$ cat src/rtl/mem_port_arbiter.sv
// mem_port_arbiter
//   Shares one fixed-latency memory port between two requesters (APB slave path and a second
//   master). One transaction is outstanding at a time. On a tie, the requester not served last
//   wins. Each address is range-checked against the memory window before any memory access.
//   Out-of-window requests complete immediately with err=1 and never reach the memory.
//
// Ports
//   PCLK, PRESETn         clock, asynchronous active-low reset
//   rN_req/addr/we/       requester N request (level, held until ack) and its
//   wdata/wstrb           write payload
//   rN_ack/rdata/err      one-cycle completion pulse; rdata/err hold until the next ack to N
//   mem_req_o             single-cycle memory request
//   mem_addr_o            window-local address (addr - BASE_ADDR)
//   mem_we_o/mem_wdata/   write enable, data and byte strobes, held from the latch
//   mem_wstrb
//   mem_rdata/mem_error_i read data and error, sampled MEM_LAT cycles after mem_req_o
module mem_port_arbiter #(
   parameter int unsigned ADDR_W    = 32,
   parameter int unsigned DATA_W    = 64,
   parameter int unsigned MEM_SIZE  = 32,
   parameter int unsigned BASE_ADDR = 0,
   parameter int unsigned MEM_LAT   = 1
) (
   input  logic                  PCLK,
   input  logic                  PRESETn,
   // Requester 0
   input  logic                  r0_req,
   input  logic [ADDR_W-1:0]     r0_addr,
   input  logic                  r0_we,
   input  logic [DATA_W-1:0]     r0_wdata,
   input  logic [DATA_W/8-1:0]   r0_wstrb,
   output logic                  r0_ack,
   output logic [DATA_W-1:0]     r0_rdata,
   output logic                  r0_err,
   // Requester 1
   input  logic                  r1_req,
   input  logic [ADDR_W-1:0]     r1_addr,
   input  logic                  r1_we,
   input  logic [DATA_W-1:0]     r1_wdata,
   input  logic [DATA_W/8-1:0]   r1_wstrb,
   output logic                  r1_ack,
   output logic [DATA_W-1:0]     r1_rdata,
   output logic                  r1_err,
   // Memory port
   output logic                  mem_req_o,
   output logic [ADDR_W-1:0]     mem_addr_o,
   output logic                  mem_we_o,
   output logic [DATA_W-1:0]     mem_wdata,
   output logic [DATA_W/8-1:0]   mem_wstrb,
   input  logic [DATA_W-1:0]     mem_rdata,
   input  logic                  mem_error_i
);

   localparam int unsigned CntW = (MEM_LAT > 1) ? $clog2(MEM_LAT) : 1;
   localparam logic [ADDR_W-1:0] Base = ADDR_W'(BASE_ADDR);
   localparam logic [ADDR_W:0]   Size = (ADDR_W + 1)'(MEM_SIZE);

   typedef enum logic [1:0] {StIdle, StIssue, StWait, StResp} state_e;

   state_e                     state_q;
   logic                       last_q;     // index of the requester served most recently
   logic                       idx_q;      // index of the requester owning the transaction
   logic [ADDR_W-1:0]          addr_q;
   logic                       we_q;
   logic [DATA_W-1:0]          wdata_q;
   logic [DATA_W/8-1:0]        wstrb_q;
   logic [CntW-1:0]            cnt_q;
   logic                       mem_req_q;
   logic [1:0]                 ack_q;
   logic [1:0][DATA_W-1:0]     rdata_q;
   logic [1:0]                 err_q;

   // Winner selection and window check on the request about to be latched
   logic                       win_idx;
   logic [ADDR_W-1:0]          win_addr;
   logic                       win_we;
   logic [DATA_W-1:0]          win_wdata;
   logic [DATA_W/8-1:0]        win_wstrb;
   logic [ADDR_W:0]            win_diff;
   logic                       win_in_range;

   always_comb begin
      // A lone requester wins outright; a tie goes to the one not served last.
      if (r0_req && r1_req) begin
         win_idx = ~last_q;
      end else begin
         win_idx = r1_req;
      end

      if (win_idx) begin
         win_addr  = r1_addr;
         win_we    = r1_we;
         win_wdata = r1_wdata;
         win_wstrb = r1_wstrb;
      end else begin
         win_addr  = r0_addr;
         win_we    = r0_we;
         win_wdata = r0_wdata;
         win_wstrb = r0_wstrb;
      end

      // One extra bit catches the borrow, so addresses below the base never wrap into range.
      win_diff     = {1'b0, win_addr} - {1'b0, Base};
      win_in_range = ~win_diff[ADDR_W] && ({1'b0, win_diff[ADDR_W-1:0]} < Size);
   end

   always_ff @(posedge PCLK or negedge PRESETn) begin
      if (!PRESETn) begin
         state_q   <= StIdle;
         last_q    <= 1'b1;
         idx_q     <= 1'b0;
         addr_q    <= '0;
         we_q      <= 1'b0;
         wdata_q   <= '0;
         wstrb_q   <= '0;
         cnt_q     <= '0;
         mem_req_q <= 1'b0;
         ack_q     <= 2'b00;
         rdata_q   <= '0;
         err_q     <= 2'b00;
      end else begin
         // Pulse outputs default low; each is raised for exactly one state.
         mem_req_q <= 1'b0;
         ack_q     <= 2'b00;

         unique case (state_q)
            StIdle: begin
               if (r0_req || r1_req) begin
                  idx_q   <= win_idx;
                  last_q  <= win_idx;
                  addr_q  <= win_diff[ADDR_W-1:0];
                  we_q    <= win_we;
                  wdata_q <= win_wdata;
                  wstrb_q <= win_wstrb;
                  if (win_in_range) begin
                     state_q   <= StIssue;
                     mem_req_q <= 1'b1;
                  end else begin
                     // Out of window: answer straight away, memory never sees it.
                     state_q          <= StResp;
                     ack_q[win_idx]   <= 1'b1;
                     rdata_q[win_idx] <= '0;
                     err_q[win_idx]   <= 1'b1;
                  end
               end
            end

            StIssue: begin
               state_q <= StWait;
               cnt_q   <= CntW'(MEM_LAT - 1);
            end

            StWait: begin
               if (cnt_q == '0) begin
                  state_q        <= StResp;
                  ack_q[idx_q]   <= 1'b1;
                  rdata_q[idx_q] <= we_q ? '0 : mem_rdata;
                  err_q[idx_q]   <= mem_error_i;
               end else begin
                  cnt_q <= cnt_q - CntW'(1);
               end
            end

            StResp: begin
               // The following IDLE cycle re-arbitrates.
               state_q <= StIdle;
            end

            default: begin
               state_q <= StIdle;
            end
         endcase
      end
   end

   assign r0_ack     = ack_q[0];
   assign r0_rdata   = rdata_q[0];
   assign r0_err     = err_q[0];
   assign r1_ack     = ack_q[1];
   assign r1_rdata   = rdata_q[1];
   assign r1_err     = err_q[1];

   assign mem_req_o  = mem_req_q;
   assign mem_addr_o = addr_q;
   assign mem_we_o   = we_q;
   assign mem_wdata  = wdata_q;
   assign mem_wstrb  = wstrb_q;

endmodule

$ cat config.mk
export PLATFORM = sky130hd
export DESIGN_NAME = mem_port_arbiter
export DESIGN_NICKNAME = d
export VERILOG_FILES = /design/src/rtl/mem_port_arbiter.sv
export SDC_FILE = /design/constraint.sdc
export NUM_CORES = 1
export LEC_CHECK = 0
export BUFFER_PORTS_ARGS = -buffer_cell sky130_fd_sc_hd__buf_4
export CORE_AREA = 2 2 199 201
export CTS_CLUSTER_SIZE = 20
export DETAILED_ROUTE_END_ITERATION = 16
export DIE_AREA = 0 0 201 203
export GPL_ROUTABILITY_DRIVEN = 0
export HOLD_SLACK_MARGIN = 0.05
export SETUP_SLACK_MARGIN = 0.5
export SKIP_CTS_REPAIR_TIMING = 1
export SYNTH_ARGS = -nofsm -noshare
export SYNTH_HDL_FRONTEND = slang
export SYNTH_SLANG_ARGS = --single-unit
$ cat constraint.sdc
create_clock -name PCLK -period 7 [get_ports PCLK]
set_clock_uncertainty 0.15 [all_clocks]
set_input_delay 0.35 -clock PCLK [delete_from_list [all_inputs] [get_ports PCLK]]
set_output_delay 0.35 -clock PCLK [all_outputs]
set_load 0.01 [all_outputs]
---- After elaboration in Yosys (flattened, before gate mapping) ----
Cells that the tools add are included.
storage, ports and cells
  output and inout port bits .............. 238
  logic and storage cells ................. 76
  flip-flop bits (word level) ............. 243
  input port bits ......................... 279
cells by class
  bitwise logic cells ..................... 4
  order comparisons ....................... 5
  reductions and logical operators ........ 10
  muxes and demuxes ....................... 37
  add/subtract/negate cells ............... 1
  equal/unequal tests ..................... 6
operators by type and width
  cell                                                                    number
  128-bit 2-to-1 mux                                                      3
  64-bit 2-to-1 mux                                                       4
  128-bit one-hot mux with 2 select lines                                 1
  128-bit AND                                                             1
  128-bit bitwise mux                                                     1
  64-bit demux with 1-bit select                                          2
  128-bit NOT                                                             1
  32-bit by 6-bit < comparator with 1-bit output (second input constant)  1
  32-bit 2-to-1 mux                                                       1
  2-bit 2-to-1 mux                                                        9
  1-bit 2-to-1 mux                                                        8
  8-bit 2-to-1 mux                                                        1
  2-bit one-hot mux with 2 select lines                                   2
  2-bit one-hot mux with 4 select lines                                   1
  2-bit != test (second input constant)                                   3
  2-bit == test (second input constant)                                   2
  1-bit by 2-bit < comparator with 1-bit output (second input constant)   2
  2-bit AND reduction                                                     2
  4-bit AND reduction                                                     1
  2-bit nonzero test                                                      2
  1-bit logical AND                                                       3
  2-bit bitwise mux                                                       1
  1-bit demux with 1-bit select                                           2
  2-bit by 1-bit == test with 1-bit output (second input constant)        1
  other kinds (7)                                                         8

---- Logic depth before layout (Yosys ltp) ----
Gate-level depths: netlist of run 1.
  depth after elaboration ................. 11
  mapped depth ............................ 10
  gate-level depth less buffers ........... 6

---- Worst setup path after synthesis of run 1 ----
No wires, ideal clock.
  kind .................................... input-to-reg
  start ................................... in r1_addr[26]
  end ..................................... reg rdata_q, in the netlist r1_rdata[14]
  setup time .............................. 0.122 ns
  required time ........................... 6.728 ns
  slack ................................... 4.492 ns
  cell stages on the path ................. 7
  path buffers ............................ 2
  arrival ................................. 2.236 ns
  path through ............................ or4_1 > or4_4 > a22oi_4 > o32ai_1 > buf_6 > buf_6 > a32o_1
between the ends
  word-level cells in the longest chain between the ends .. 4
ends and longest elaborated chain
  item                                            line  RTL
  start: declaration                              37    input logic [ADDR_W-1:0] r1_addr,
  32-bit 2-to-1 mux                               90    if (win_idx) begin
  32-bit by 6-bit < comparator with 1-bit output  104   win_in_range = ~win_diff[ADDR_W] && ({1'b0, win_diff[ADDR_W-1:0]} < Size);
  2-bit != test (no source line)                  n/a
  4-bit AND reduction (no source line)            n/a
  end signal: indexed assignment                  157   rdata_q[idx_q] <= we_q ? '0 : mem_rdata;
  end: declaration                                70    logic [1:0][DATA_W-1:0] rdata_q;
Every way passes these cells.
A chain may end at the register's enable or synchronous reset.

---- Worst setup path in the final report of run 1 ----
  start ................................... reg last_q
  end ..................................... reg err_q[1]
between the ends
  word-level cells in the longest chain between the ends .. 10
  elaborated cells on any way between the ends .. 15
  those cells by class .................... 3 x order compare; 1 x eq/ne; 7 x mux; 2 x bitwise; 2 x reduce/logical
ends and longest elaborated chain
  item                                                                                    line  RTL
  start: declaration                                                                      61    logic last_q;
  start signal: assignment                                                                130   last_q <= win_idx;
  1-bit NOT (*)                                                                           85    win_idx = ~last_q;
  1-bit 2-to-1 mux (*)                                                                    84    if (r0_req && r1_req) begin
  branches (longest 8 deep; another with 32-bit by 6-bit < comparator with 1-bit output)  n/a
  end signal: indexed assignment                                                          158   err_q[idx_q] <= mem_error_i;
  end: declaration                                                                        71    logic [1:0] err_q;
Every way passes the cells marked *. The select of a mux whose other input is x is not followed.

==> summary.txt, run 1 <==
Logic synthesis
  – Synth Flop Type: dfrtp_1
  – Yosys cell types: 35
  – Largest family of logic cells by synthesized area: compound AO/OA/AOI/OAI gates
  – Post-Synth XOR/XNOR Area: 0%
  – Count leader, synth: dfrtp_1
  – #FFs+latches synth: 242
  – Mux cell area share after synthesis: 2.69%
  – Ranking of synthesized cells by area: dfrtp_1, nand2_1, a32o_1, a22oi_1, o2bb2ai_1
  – Synth Area in Compound Gates: 24.4%
  – Post-synth top cells: dfrtp_1, nand2_1, o21ai_0
  – Warnings, synthesis: 0
  – Post-Syn Nets: ~1200
  – Synth Area in Simple Gates: roughly 8%
  – Adder-cell area share of the yosys netlist: less than 1%
  – Leading area contributor after synthesis: dfrtp_1
  – Post-synthesis sequential area ratio: about three fifths
  – Post-synth top area share: approximately 60%
  – Synth async-reset ratio: 100%
  – Synth Cell Area: a little over 10000 µm²
  – Post-Synthesis Cells: roughly 900
  – Avg Cell Area, Syn: 11.2 µm²
  – Post-synth EDFFs: 0

GRT
  – Largest net degree at the start of global routing: ~160
  – Antenna violations before repair: 6
  – Total GRT Usage: between 10% and 20%
  – Grt ovf: 0
  – Vias in the first global route: approximately 9400
  – First-pass GRT wire length: 59600 µm

Die
  – Std-Cell Rows: 72
  – Core footprint: 38500 µm²
  – Die area: ~41000 µm²
  – # IOs: about 520
  – Die X: approximately 200 µm
  – Starting density of the core: a little over a quarter
  – Chip Height: ~200 µm

STA
  – Fin crit share: roughly 54%
  – Worst setup margin: approximately 3.2 ns
  – Rel. slew slack: between 20 and 30%
  – Max Clk Rate: roughly 260 MHz
  – Final min period: about 3.8 ns
  – Final-report setup violation count: 0
  – Final hold vios: 3
  – Worst slew pin tran: ~1.1 ns
  – Hold_ws: -0.0204 ns
  – Setup TNS: 0 ns
  – Fin. max-slew vios: 0
  – RSZ-0062 raised after global routing: false

Critical path
  – CP required: around 7.2 ns
  – Critical Path Sink Type: flop
  – Worst Setup Start Kind: flop
  – Arrival time at the worst endpoint: around 4 ns
  – Slowest-stage cell, CP: a21bo_2
  – Max stage delay on crit path: approximately 0.66 ns
  – Worst Path Class, Setup: reg -> reg
  – CP cell instances: a21bo_2 -> nand4_1 -> or4_1 -> a22oi_4 -> a211o_2 -> buf_4 -> a22oi_1
  – Crit path max fanout: 44

Power and ir drop
  – Worst VDD drop: 194 µV
  – PwrDens: approximately 400 nW/µm²
  – Leakage: about 8.5 nW

Placed design
  – Place WS: 3.21 ns
  – DP HPWL: roughly 29000 µm
  – Input/output buffers: about 520

CTS
  – Clk buf depth: 3
  – CTS tree: built
  – CTS Root Cell: clkbuf_16
  – CTS sink cnt: 242
  – CTS buffer count: 28
  – Clock slew at reported path FFs: about 0.06 ns
  – Max H-tree Level: 1
  – Clk_lat worst skew: between 0.5 and 0.6 ns

Detailed routing
  – Initial drt markers: about 490
  – Post-DR wirelength/cell: around 20 µm
  – DRT antenna net count: 0
  – Remaining DRCs: 0
  – Pre-antenna DRT Iters: 5
  – Final WL: 43100 µm
  – Via density: about 5
  – Total number of vias: around 11000

Run status
  – Outcome: finished with violations
  – Failing checks: hold timing

Finish
  – Nets: 1913
  – Share of layout cells above drive strength 1: between 30% and 40%
  – Synth-to-Final Area Change: 78.1%
  – Utilization after layout: 46.6%

Hold path
  – Hold Path Class: in -> reg

Run
  – # Max-Cap Violations: 0
-- routing by layer --
metal  GRT usage, %  part of all wire (%)  vias to the layer above
li1               -                     -                     4808
met1           22.5                    38                     5302
met2           32.3                    51                      490
met3           6.07                   8.1                       74
met4           5.85                   2.9                        0
met5              0                     0                        -
-- power breakdown --
group	leakage [nW]	total [W]	switching, W	internal, W
sequential	3.06	0.00238	0.000360	0.00202
combinational	5.01	0.00332	0.00177	0.00155
clock	0.459	0.00146	0.000595	0.000865
total	8.53	0.00716	0.00272	0.00444
-- worst paths after layout --
kind / from / slack, ns / to / cells after the start
min reg2reg: mem_addr_o[16] / 0.33 / mem_addr_o[16] / 2
max in group asynchronous: PRESETn / 5.10 / mem_wdata[14] / 3
min: r0_addr[4] / -0.02 / mem_addr_o[4] / 3
min in group asynchronous: PRESETn / 0.21 / r1_rdata[36] / 2
max: last_q / 3.22 / err_q[1] / 7
max reg2reg: last_q / 3.22 / err_q[1] / 7
-- logic make-up after synthesis --
family                   Yosys count
buffers and inverters             94
multiplexers                      27
AND/OR/NAND/NOR                  203
adder cells (fa/ha/maj)            2
AO/OA/AOI/OAI                    329
flip-flops                       242
-- sequential cells by signal, summed over array words and instances, names as in the netlist --
register and cells:
idx_q 1, mem_wdata 64, mem_we_o 1, ack_q 2, err_q 2, r1_rdata 64
state_q 2, mem_addr_o 32, r0_rdata 64, last_q 1, mem_wstrb 8, mem_req_o 1
-- critical path: cells and delay by family, from the launching register on --
| family | cells | cell delay [ns] |
|---|---|---|
| buf+inv | 1 | 0.52 |
| simple gates | 2 | 0.64 |
| compound gates | 4 | 1.64 |
| flops | 1 | 0.58 |
-- per-stage QoR --
stage	std cells	area (µm²)	hold WS, ns	power (W)
floorplan	897	10100	-0.0956	0.00396
global placement	1855	14300	0.228	0.00546
detailed placement	1855	14300	0.230	0.00552
CTS	1907	15300	-0.350	0.00701
global route	2176	17900	0.0138	0.00762
finish	2176	17900	-0.0204	0.00716
-- placed cells by master (no fill, tap or decap), types with 2 or more instances in the layout --
cell type / Yosys / layout
a211o_2: 0 / 2
a21oi_1: 2 / 2
a22oi_1: 79 / 79
a32o_1: 64 / 64
buf_4: 2 / 524
clkbuf_1: 50 / 5
clkbuf_16: 0 / 29
clkbuf_8: 0 / 7
clkinv_2: 0 / 9
clkinvlp_4: 0 / 2
dfrtp_1: 241 / 241
diode_2: 0 / 4
dlygate4sd3_1: 0 / 265
ha_1: 2 / 2
inv_1: 8 / 6
mux2i_1: 27 / 27
nand2_1: 177 / 176
nand4_1: 4 / 4
nor2_1: 5 / 4
nor3_1: 3 / 3
nor4_1: 8 / 8
o21ai_0: 108 / 108
o2bb2ai_1: 64 / 64
or4_1: 3 / 3
-- layout make-up --
type                       count  area [µm²]
fill                        3522       20500
clock buffer                  41         841
clock inverter                11        85.1
sequential                   242        6060
inverter                       8        31.3
timing repair buffer         791        6620
tap                          518         648
antenna                        4        10.0
multi-input combinational    561        3620
Note: power is estimated with default switching activity, not from simulation.
==> run 2: changes to the inputs <==
Settings changed: ABC_AREA from default to 1, CORE_AREA 2 2 199 201 to 2 2 202 204, DIE_AREA 0 0 201 203 to 0 0 204 206.
Clock period 7 ns to 3.3 ns, I/O delays scaled along.
==> summary.txt, run 2 <==
Logic synthesis
  – Synth Flop Type: dfrtp_1
  – Synth async-reset ratio: 100%
  – Yosys cell types: 26
  – Avg Cell Area, Syn: ~7.6 µm²
  – Warnings, synthesis: 0
  – #FFs+latches synth: about 240
  – Post-Synthesis Cells: around 1600
  – Synth Cell Area: between 10000 and 15000 µm²
  – Post-synth top area share: roughly half
  – Post-synth top cells: nand2_1, nand3_1, dfrtp_1
  – Leading area contributor after synthesis: dfrtp_1
  – Post-Syn Nets: roughly 1900
  – Count leader, synth: nand2_1
  – Post-synthesis sequential area ratio: 48.6%
  – Post-synth EDFFs: 0
  – Ranking of synthesized cells by area: dfrtp_1, nand2_1, nand3_1, nand4_1, o21ai_0

Finish
  – Most frequent cells in the layout: nand2_1, buf_4, nand3_1, dlygate4sd3_1, dfrtp_1
  – Commonest non-fill, non-tap cell in the layout: nand2_1
  – Synth-to-Final Area Change: 65.7%
  – Utilization after layout: roughly half
  – Layout filler cell count: between 3000 and 4000
  – Design Area, Final: 20700 µm²
  – Share of layout cells above drive strength 1: about a quarter
  – Nets: 2635

STA
  – Max Clk Rate: 389 MHz
  – Final min period: around 2.6 ns
  – Worst slew pin tran: ~0.96 ns
  – Final-report setup violation count: 0
  – Fin crit share: 77.8%
  – Setup TNS: 0 ns
  – RSZ-0062 raised after global routing: false
  – Fin. max-slew vios: 0
  – Hold_ws: 0.0185 ns
  – Final hold vios: 0
  – Rel. slew slack: between 30 and 40%

CTS
  – CTS sink cnt: 242
  – Max H-tree Level: 1
  – CTS tree: built
  – CTS buffer count: 30
  – Clock slew at reported path FFs: about 0.06 ns
  – Clk_lat worst skew: 0.56 ns
  – Clk buf depth: 3
  – CTS Root Cell: clkbuf_16

Die
  – Core footprint: approximately 40000 µm²
  – Die area: roughly 42000 µm²
  – Die X: 204 µm
  – Starting density of the core: between 30% and 40%
  – # IOs: a little over 500
  – Chip Height: slightly above 200 µm
  – Std-Cell Rows: between 70 and 80

Critical path
  – Setup slack, reg-to-reg: between 0.7 and 0.8 ns
  – R2r endpoint: mem_wstrb[3]
  – Worst Setup Start Kind: flop
  – FF-to-FF path depth: 9
  – Arrival time at the worst endpoint: 2.91 ns
  – CP required: around 3.6 ns
  – Critical Path Sink Type: flop
  – Crit path max fanout: 43
  – Worst Path Class, Setup: reg -> reg
  – RR Startpoint: state_q[0]

GRT
  – First-pass GRT wire length: 78800 µm
  – Top Usage Layer GRT: met2
  – Largest net degree at the start of global routing: 89
  – GR Layer Usage met3: 7.16%
  – Met1 Track Usage GR: 30.8%
  – Vias in the first global route: 12900
  – Met2 usage: between 30% and 40%
  – Antenna violations before repair: 15
  – Grt ovf: 0
  – Total GRT Usage: roughly a quarter

Detailed routing
  – Total number of vias: around 15000
  – Initial drt markers: between 1000 and 1500
  – Final WL: 57200 µm
  – Pre-antenna DRT Iters: 5
  – Remaining DRCs: 0
  – DRT antenna net count: 0
  – Post-DR wirelength/cell: slightly below 20 µm
  – Via density: between 5 and 6

Placed design
  – Placed cell areas: about 17000 µm²
  – Input/output buffers: 516
  – DP HPWL: 36700 µm

Power and ir drop
  – Worst VDD drop: ~500 µV
  – Pwr Total: roughly 0.017 W
  – PwrDens: around 800 nW/µm²
  – Leakage: 10.4 nW

Hold path
  – Hold Path Class: in -> async

Run status
  – Outcome: finished, final reports clean

Run
  – # Max-Cap Violations: 0
[run 2: changes by cell type after synthesis, sizes merged, moves of 64 or more]
cell     before  now
nand3         0  291
nand4         4  130
o2bb2ai      64    0
a22oi        80    0
a32o         64    0
nand2       177  584
[run 2: per-layer routing]
metal  routed length (µm)  vias up
met1                22500     7277
met3                 5190      129
li1                     -     6991
met2                27500      723
met4                 1950        2
met5                   13        -
[run 2: critical path, stage by stage, from the launching register on]
cell and delay (ns):
dfrtp_1 0.36, inv_1 0.14, ha_4 0.16, inv_1 0.06
nor2_2 0.26, inv_4 0.07, nor2_4 0.70, buf_12 0.31
nand2_1 0.11, nand3_1 0.11
[run 2: stage by stage]
step,cells,setup slack (ns)
2_1_floorplan,1642,1.15
3_3_place_gp,2575,0.587
3_5_place_dp,2575,0.505
4_1_cts,2628,0.505
5_1_grt,2915,0.491
6_report,2920,0.731
[run 2: final cells by class]
class                           instances  area (µm²)  area share (%)
Timing Repair Buffer                  832        7070            34.2
Tap cell                              532         666            3.22
Multi-Input combinational cell       1211        5650            27.3
Inverter                               37         149           0.720
Sequential cell                       242        6060            29.3
Antenna cell                           13        32.5           0.157
Clock buffer                           39         855            4.13
Clock inverter                         14         194           0.938
[run 2: cell families (layout without fill, tap and decap cells)]
| family | after synthesis | count (layout) | share of synthesized area, % |
|---|---|---|---|
| compound gates | 166 | 166 | 6.68 |
| other cells | 0 | 13 | 0 |
| buf+inv | 190 | 922 | 6.77 |
| fa+ha+maj | 2 | 2 | 0.201 |
| flops | 242 | 242 | 48.6 |
| simple gates | 1042 | 1043 | 37.8 |
[run 2: worst max-delay path by stage]
stage	depth (start not counted)	start	to
6_report	9	state_q[0]	mem_wstrb[3]
5_1_grt	13	last_q	r1_rdata[43]
4_1_cts	13	last_q	r1_rdata[53]
3_5_place_dp	13	last_q	r1_rdata[53]
3_3_place_gp	13	last_q	r1_rdata[29]
2_1_floorplan	11	state_q[0]	mem_wdata[10]
[run 2: power by group]
part           internal [W]  switching (W)  leakage [nW]
Clock               0.00213        0.00138         0.514
Sequential          0.00409       0.000785          3.15
Combinational       0.00315        0.00507          6.76
Total               0.00936        0.00724          10.4
